`src/rtl/ext_pkg.sv`:
```
// Shared types and constants for the immediate-extension pipeline.
// Holds the immediate-kind tag, MIPS opcode/funct encodings and a sign-extend helper.
package ext_pkg;

  typedef enum logic [2:0] {
    K_NONE   = 3'd0,
    K_SEXT   = 3'd1,
    K_ZEXT   = 3'd2,
    K_SHAMT  = 3'd3,
    K_LUI    = 3'd4,
    K_BRANCH = 3'd5
  } kind_t;

  localparam logic [5:0] OP_SPECIAL = 6'h00;
  localparam logic [5:0] OP_REGIMM  = 6'h01;
  localparam logic [5:0] OP_BEQ     = 6'h04;
  localparam logic [5:0] OP_BNE     = 6'h05;
  localparam logic [5:0] OP_BLEZ    = 6'h06;
  localparam logic [5:0] OP_BGTZ    = 6'h07;
  localparam logic [5:0] OP_ADDI    = 6'h08;
  localparam logic [5:0] OP_ADDIU   = 6'h09;
  localparam logic [5:0] OP_SLTI    = 6'h0a;
  localparam logic [5:0] OP_SLTIU   = 6'h0b;
  localparam logic [5:0] OP_ANDI    = 6'h0c;
  localparam logic [5:0] OP_ORI     = 6'h0d;
  localparam logic [5:0] OP_XORI    = 6'h0e;
  localparam logic [5:0] OP_LUI     = 6'h0f;
  localparam logic [5:0] OP_LB      = 6'h20;
  localparam logic [5:0] OP_LH      = 6'h21;
  localparam logic [5:0] OP_LW      = 6'h23;
  localparam logic [5:0] OP_LBU     = 6'h24;
  localparam logic [5:0] OP_LHU     = 6'h25;
  localparam logic [5:0] OP_SB      = 6'h28;
  localparam logic [5:0] OP_SH      = 6'h29;
  localparam logic [5:0] OP_SW      = 6'h2b;

  localparam logic [5:0] FN_SLL = 6'h00;
  localparam logic [5:0] FN_SRL = 6'h02;
  localparam logic [5:0] FN_SRA = 6'h03;

  // Replicate bit w-1 of x into all bits above it.
  function automatic logic [63:0] sext(input logic [63:0] x,
                                       input int w);
    logic [63:0] r;
    for (int i = 0; i < 64; i++)
      r[i] = (i < w) ? x[i] : x[w-1];
    return r;
  endfunction

endpackage

```
`src/rtl/ext_decode.sv`:
```
// Combinational immediate decoder: raw MIPS word in,
// extended immediate and kind tag out.
module ext_decode
  import ext_pkg::*;
#(
  parameter int XLEN = 32
) (
  input  logic [31:0]     instr,
  output logic [XLEN-1:0] imm,
  output kind_t           kind
);

  logic [5:0]  op;
  logic [5:0]  funct;
  logic [15:0] raw;
  logic [4:0]  sh;
  logic        is_sext;
  logic        is_zext;
  logic        is_lui;
  logic        is_br;
  logic        is_sh;
  logic        unused_bits;

  assign op    = instr[31:26];
  assign funct = instr[5:0];
  assign raw   = instr[15:0];
  assign sh    = instr[10:6];

  // Register-specifier fields carry no immediate content.
  assign unused_bits = ^instr[25:16];

  assign is_sext = op inside {OP_ADDI, OP_ADDIU, OP_SLTI,
                              OP_SLTIU, OP_LB, OP_LH, OP_LW,
                              OP_LBU, OP_LHU, OP_SB, OP_SH,
                              OP_SW};
  assign is_zext = op inside {OP_ANDI, OP_ORI, OP_XORI};
  assign is_lui  = (op == OP_LUI);
  assign is_br   = op inside {OP_BEQ, OP_BNE, OP_BLEZ, OP_BGTZ};
  assign is_sh   = (op == OP_SPECIAL) &&
                   (funct inside {FN_SLL, FN_SRL, FN_SRA});

  always_comb begin
    imm  = '0;
    kind = K_NONE;
    unique case (1'b1)
      is_sext: begin
        kind = K_SEXT;
        imm  = XLEN'(sext({48'h0, raw}, 16));
      end
      is_zext: begin
        kind = K_ZEXT;
        imm  = XLEN'(raw);
      end
      is_lui: begin
        kind = K_LUI;
        imm  = XLEN'(sext({32'h0, raw, 16'h0}, 32));
      end
      is_br: begin
        kind = K_BRANCH;
        imm  = XLEN'(sext({48'h0, raw}, 16) << 2);
      end
      is_sh: begin
        kind = K_SHAMT;
        imm  = XLEN'(sh);
      end
      default: ;
    endcase
  end

endmodule

```
`src/rtl/ext_pipe.sv`:
```
// Elastic DEPTH-stage immediate-generation pipeline with
// valid/ready handshake and synchronous flush.
module ext_pipe
  import ext_pkg::*;
#(
  parameter int XLEN  = 32,
  parameter int DEPTH = 2
) (
  input  logic            clk,
  input  logic            rst,
  input  logic            in_valid,
  output logic            in_ready,
  input  logic [31:0]     in_instr,
  input  logic            flush,
  output logic            out_valid,
  input  logic            out_ready,
  output logic [XLEN-1:0] out_imm,
  output logic [2:0]      out_kind
);

  logic [XLEN-1:0] dec_imm;
  kind_t           dec_kind;
  logic            take;
  logic [DEPTH-1:0] v;
  logic [DEPTH-1:0] rdy;
  logic            v_q    [DEPTH];
  logic [XLEN-1:0] imm_q  [DEPTH];
  kind_t           kind_q [DEPTH];

  ext_decode #(.XLEN(XLEN)) u_dec (
    .instr (in_instr),
    .imm   (dec_imm),
    .kind  (dec_kind)
  );

  assign take     = in_valid && in_ready && !flush;
  assign in_ready = rdy[0];

  for (genvar i = 0; i < DEPTH; i++) begin : g_stage
    logic            src_v;
    logic [XLEN-1:0] src_imm;
    kind_t           src_kind;

    assign v[i] = v_q[i];
    // Slot can load iff some slot at or after it is free,
    // or the head drains: closed form of the ready chain.
    assign rdy[i] = out_ready || !(&v[DEPTH-1:i]);

    if (i == 0) begin : g_head
      assign src_v    = take;
      assign src_imm  = dec_imm;
      assign src_kind = dec_kind;
    end else begin : g_body
      assign src_v    = v_q[i-1];
      assign src_imm  = imm_q[i-1];
      assign src_kind = kind_q[i-1];
    end

    always_ff @(posedge clk) begin
      if (rst) begin
        v_q[i]    <= 1'b0;
        imm_q[i]  <= '0;
        kind_q[i] <= K_NONE;
      end else begin
        if (flush)
          v_q[i] <= 1'b0;
        else if (rdy[i])
          v_q[i] <= src_v;
        if (rdy[i] && src_v) begin
          imm_q[i]  <= src_imm;
          kind_q[i] <= src_kind;
        end
      end
    end
  end

  assign out_valid = v_q[DEPTH-1];
  assign out_imm   = imm_q[DEPTH-1];
  assign out_kind  = kind_q[DEPTH-1];

endmodule
```
`config.mk`:
```
export PLATFORM = sky130hd
export DESIGN_NAME = ext_pipe
export DESIGN_NICKNAME = d
export VERILOG_FILES = /design/src/rtl/ext_pkg.sv /design/src/rtl/ext_decode.sv /design/src/rtl/ext_pipe.sv
export SDC_FILE = /design/constraint.sdc
export NUM_CORES = 1
export LEC_CHECK = 0
export CAP_MARGIN = 20
export CORE_MARGIN = 1
export CORE_UTILIZATION = 45
export DETAILED_ROUTE_END_ITERATION = 8
export PLACE_DENSITY = 0.78
export SLEW_MARGIN = 20
export SYNTH_ARGS = -nofsm -noshare
export SYNTH_HDL_FRONTEND = slang
export SYNTH_SLANG_ARGS = --single-unit
```
`constraint.sdc`:
```
create_clock -name clk -period 7.6 [get_ports clk]
set_input_delay 0.76 -clock clk [delete_from_list [all_inputs] [get_ports clk]]
set_output_delay 0.76 -clock clk [all_outputs]
set_load 0.01 [all_outputs]
```
==> impl_metrics.py <==
metrics = {
    "clock_tree": {
        "ctsHoldBuffers": 0,
        "clock-sinks": 72,
        "path_clk_slew_ps": 70,
        "post_cts_resized": 0,
        "cts_tree": "done",
        "clk_latency_ps": 340,
        "htreeDepth": 3,
        "clk_path_buf_depth": 2,
        "cts_buffers": 9,
        "cts_root_buffer": "clkbuf_8",
        "cts_setup_buffers": 0,
    },
    "routing": {
        "dr.pass1.iters": 5,
        "routedWlPerCell_um": 15.9,
        "met3_length_um": 363,
        "antenna_left": 0,
        "wl_met2_mm": 3.29,
        "drt-initial-drc-count": 206,
        "route.vias.total": 2253,
        "avgViaCountPerCell": 5.60,
        "wl_mm": 6.38,
        "wl_met1_mm": 2.62,
        "top_layer": "met4",
        "drc": 0,
    },
    "pwr": {
        "power.leakage_uw": 0.00134,
        "power_uw": 837,
        "peakVddDrop_mv": 0.0786,
        "powerDensity_mw_per_mm2": 201,
    },
    "layout": {
        "antennaDiodeCount": 0,
        "syn2layout_area_growth_pct": 26.6,
        "final_cell_mix": "edfxtp_1 (72), clkdlybuf4s50_1 (63), and2_1 (37)",
        "layoutNonFillerInstCount": 402,
        "final_layout_size_suffix_gt1_share_pct": 9.48,
        "final_common_cell": "edfxtp_1",
        "fin_nets": 339,
    },
    "worst_setup_path": {
        "endpoint_kind": "flop",
        "critPathLaunchType": "input pin",
        "cp.required_ps": 7730,
        "cp_max_fo": 23,
        "crit_type": "input pin to flop",
        "crit_arrival_ps": 3040,
    },
    "floorplanning": {
        "io_pins": 74,
        "fp.dieW_um": 87.6,
        "die_h_um": 87.6,
        "coreArea_mm2": 0.00694,
        "dieArea_mm2": 0.00767,
        "rows": 30,
        "start_util_pct": 47.5,
    },
    "place": {
        "dp_cells": 387,
        "place.gp.congestion": 0.868,
        "place_ws_ps": 4370,
        "port_buffers": 63,
        "place_hpwl_mm": 4.32,
    },
    "logic_synthesis": {
        "synthCells": 241,
        "avgSynthCellArea_um2": 13.7,
        "yosys_warnings": 0,
        "ys_seq_area_share_pct": 65.6,
        "synth_cell_type_count": 33,
        "synth-seq-cells": 72,
        "synth_nets": 278,
        "synth_area_mm2": 0.00330,
    },
    "sta": {
        "fin_crit_sh_pct": 38.2,
        "final.setup.worst_slack_ps": 4690,
        "setup-tns-final_ps": 0,
        "setup_viol": 0,
        "max-slew-margin-rel_pct": 28.5,
        "hold_viol": 0,
        "hold_ws_ps": 515,
        "rsz0062_at_grt": "no",
        "fmaxAchievable_mhz": 344,
        "worst_pin_slew_ps": 1060,
        "final.min_clock_period_ps": 2910,
        "report.final.slew_viol_count": 0,
        "clock_skew_ps": 6.60,
    },
    "hold_path": {
        "hp-class": "flop to flop",
    },
    "global_route": {
        "overflow": 0,
        "antenna_found_initial": 0,
        "groute.usage.overall_pct": 18.4,
        "grt_pass1_wl_mm": 10.4,
        "grt_max_degree": 37,
        "grt_pass1_vias": 2143,
    },
    "flow_run": {
        "maxCapViolCount": 0,
    },
    "outcome": {
        "status": "complete, no violations",
    },
}
## worst paths after layout
check,to,slack [ps],depth (start not counted),from
hold reg to reg,kind_q[1][2],520,1,kind_q[0][2]
hold / removal,kind_q[1][2],520,1,kind_q[0][2]
setup reg to reg,imm_q[0][5],5980,5,v_q[1]
setup / recovery,imm_q[0][3],4690,6,in_instr[31]
## cell usage after synthesis
master     count  area [um2]
a21o_1         1        7.51
a21oi_2        1        8.76
clkbuf_1      12        45.0
a32oi_1       14         123
a211oi_2       2        25.0
and2_1        37         231
nand2b_1       4        25.0
or4_1          1        7.51
edfxtp_1      72        2160
o21bai_1       1        7.51
nand2_1        4        15.0
nand3_1        9        45.0
o21ai_0        2        10.0
nand4_1        1        6.26
a221oi_1       4        35.0
a2111oi_4      1        27.5
o21ai_1        1        5.00
a21oi_4        1        16.3
a22oi_1        1        7.51
buf_6          3        33.8
buf_2          4        20.0
a211oi_1      26         195
a221oi_2       2        30.0
nor2_1         8        30.0
nor4_4         1        21.3
or3_1          1        6.26
nand4bb_1      1        11.3
a311oi_2       1        15.0
nor2b_1        2        12.5
nor3_1         2        10.0
inv_1          4        15.0
a21oi_1       16        80.1
nor2_2         1        6.26
## report_power, final
part | internal, uW | leakage, uW | switching, uW | total (uW)
clock | 148 | 0.0000868 | 130 | 278
combinational | 41.7 | 0.000507 | 50.4 | 92.1
sequential | 461 | 0.000742 | 5.46 | 467
total | 651 | 0.00134 | 186 | 837
## flip-flops by register name (all words and copies together), names as in the netlist
register / cells
imm_q: 64
kind_q: 6
v_q: 2
## layout make-up
cell class	count	area (um2)
tap	96	120
sequential	72	2160
fill	549	2770
clock inverter	4	46.3
clock buffer	11	131
multi-input combinational	146	1020
inverter	4	15.0
timing repair buffer	69	676
## critical path: stages
cell and delay (ps):
clkdlybuf4s50_1 480, or3_1 450, nor4_4 400, a21oi_2 260
buf_4 280, a221oi_1 390
## kinds of logic after synthesis
logic type | share of synthesized area (%)
flip-flops | 65.6
AND/OR/NAND/NOR | 13.0
AO/OA/AOI/OAI | 18.0
buffers and inverters | 3.45
## stage by stage
stage / util [%] / cell area, um2
floorplan: - / 3300
global placement: 57.6 / 4000
detailed placement: 57.6 / 4000
CTS: 60.1 / 4180
global route: 60.1 / 4180
finish: 60.1 / 4180
## routing by layer
layer	vias to the layer above	GRT usage, %
li1	1066	-
met1	1081	22.9
met2	96	30.0
met3	10	4.24
met4	0	9.99
met5	-	0
Power figures use the tool's default switching activity.
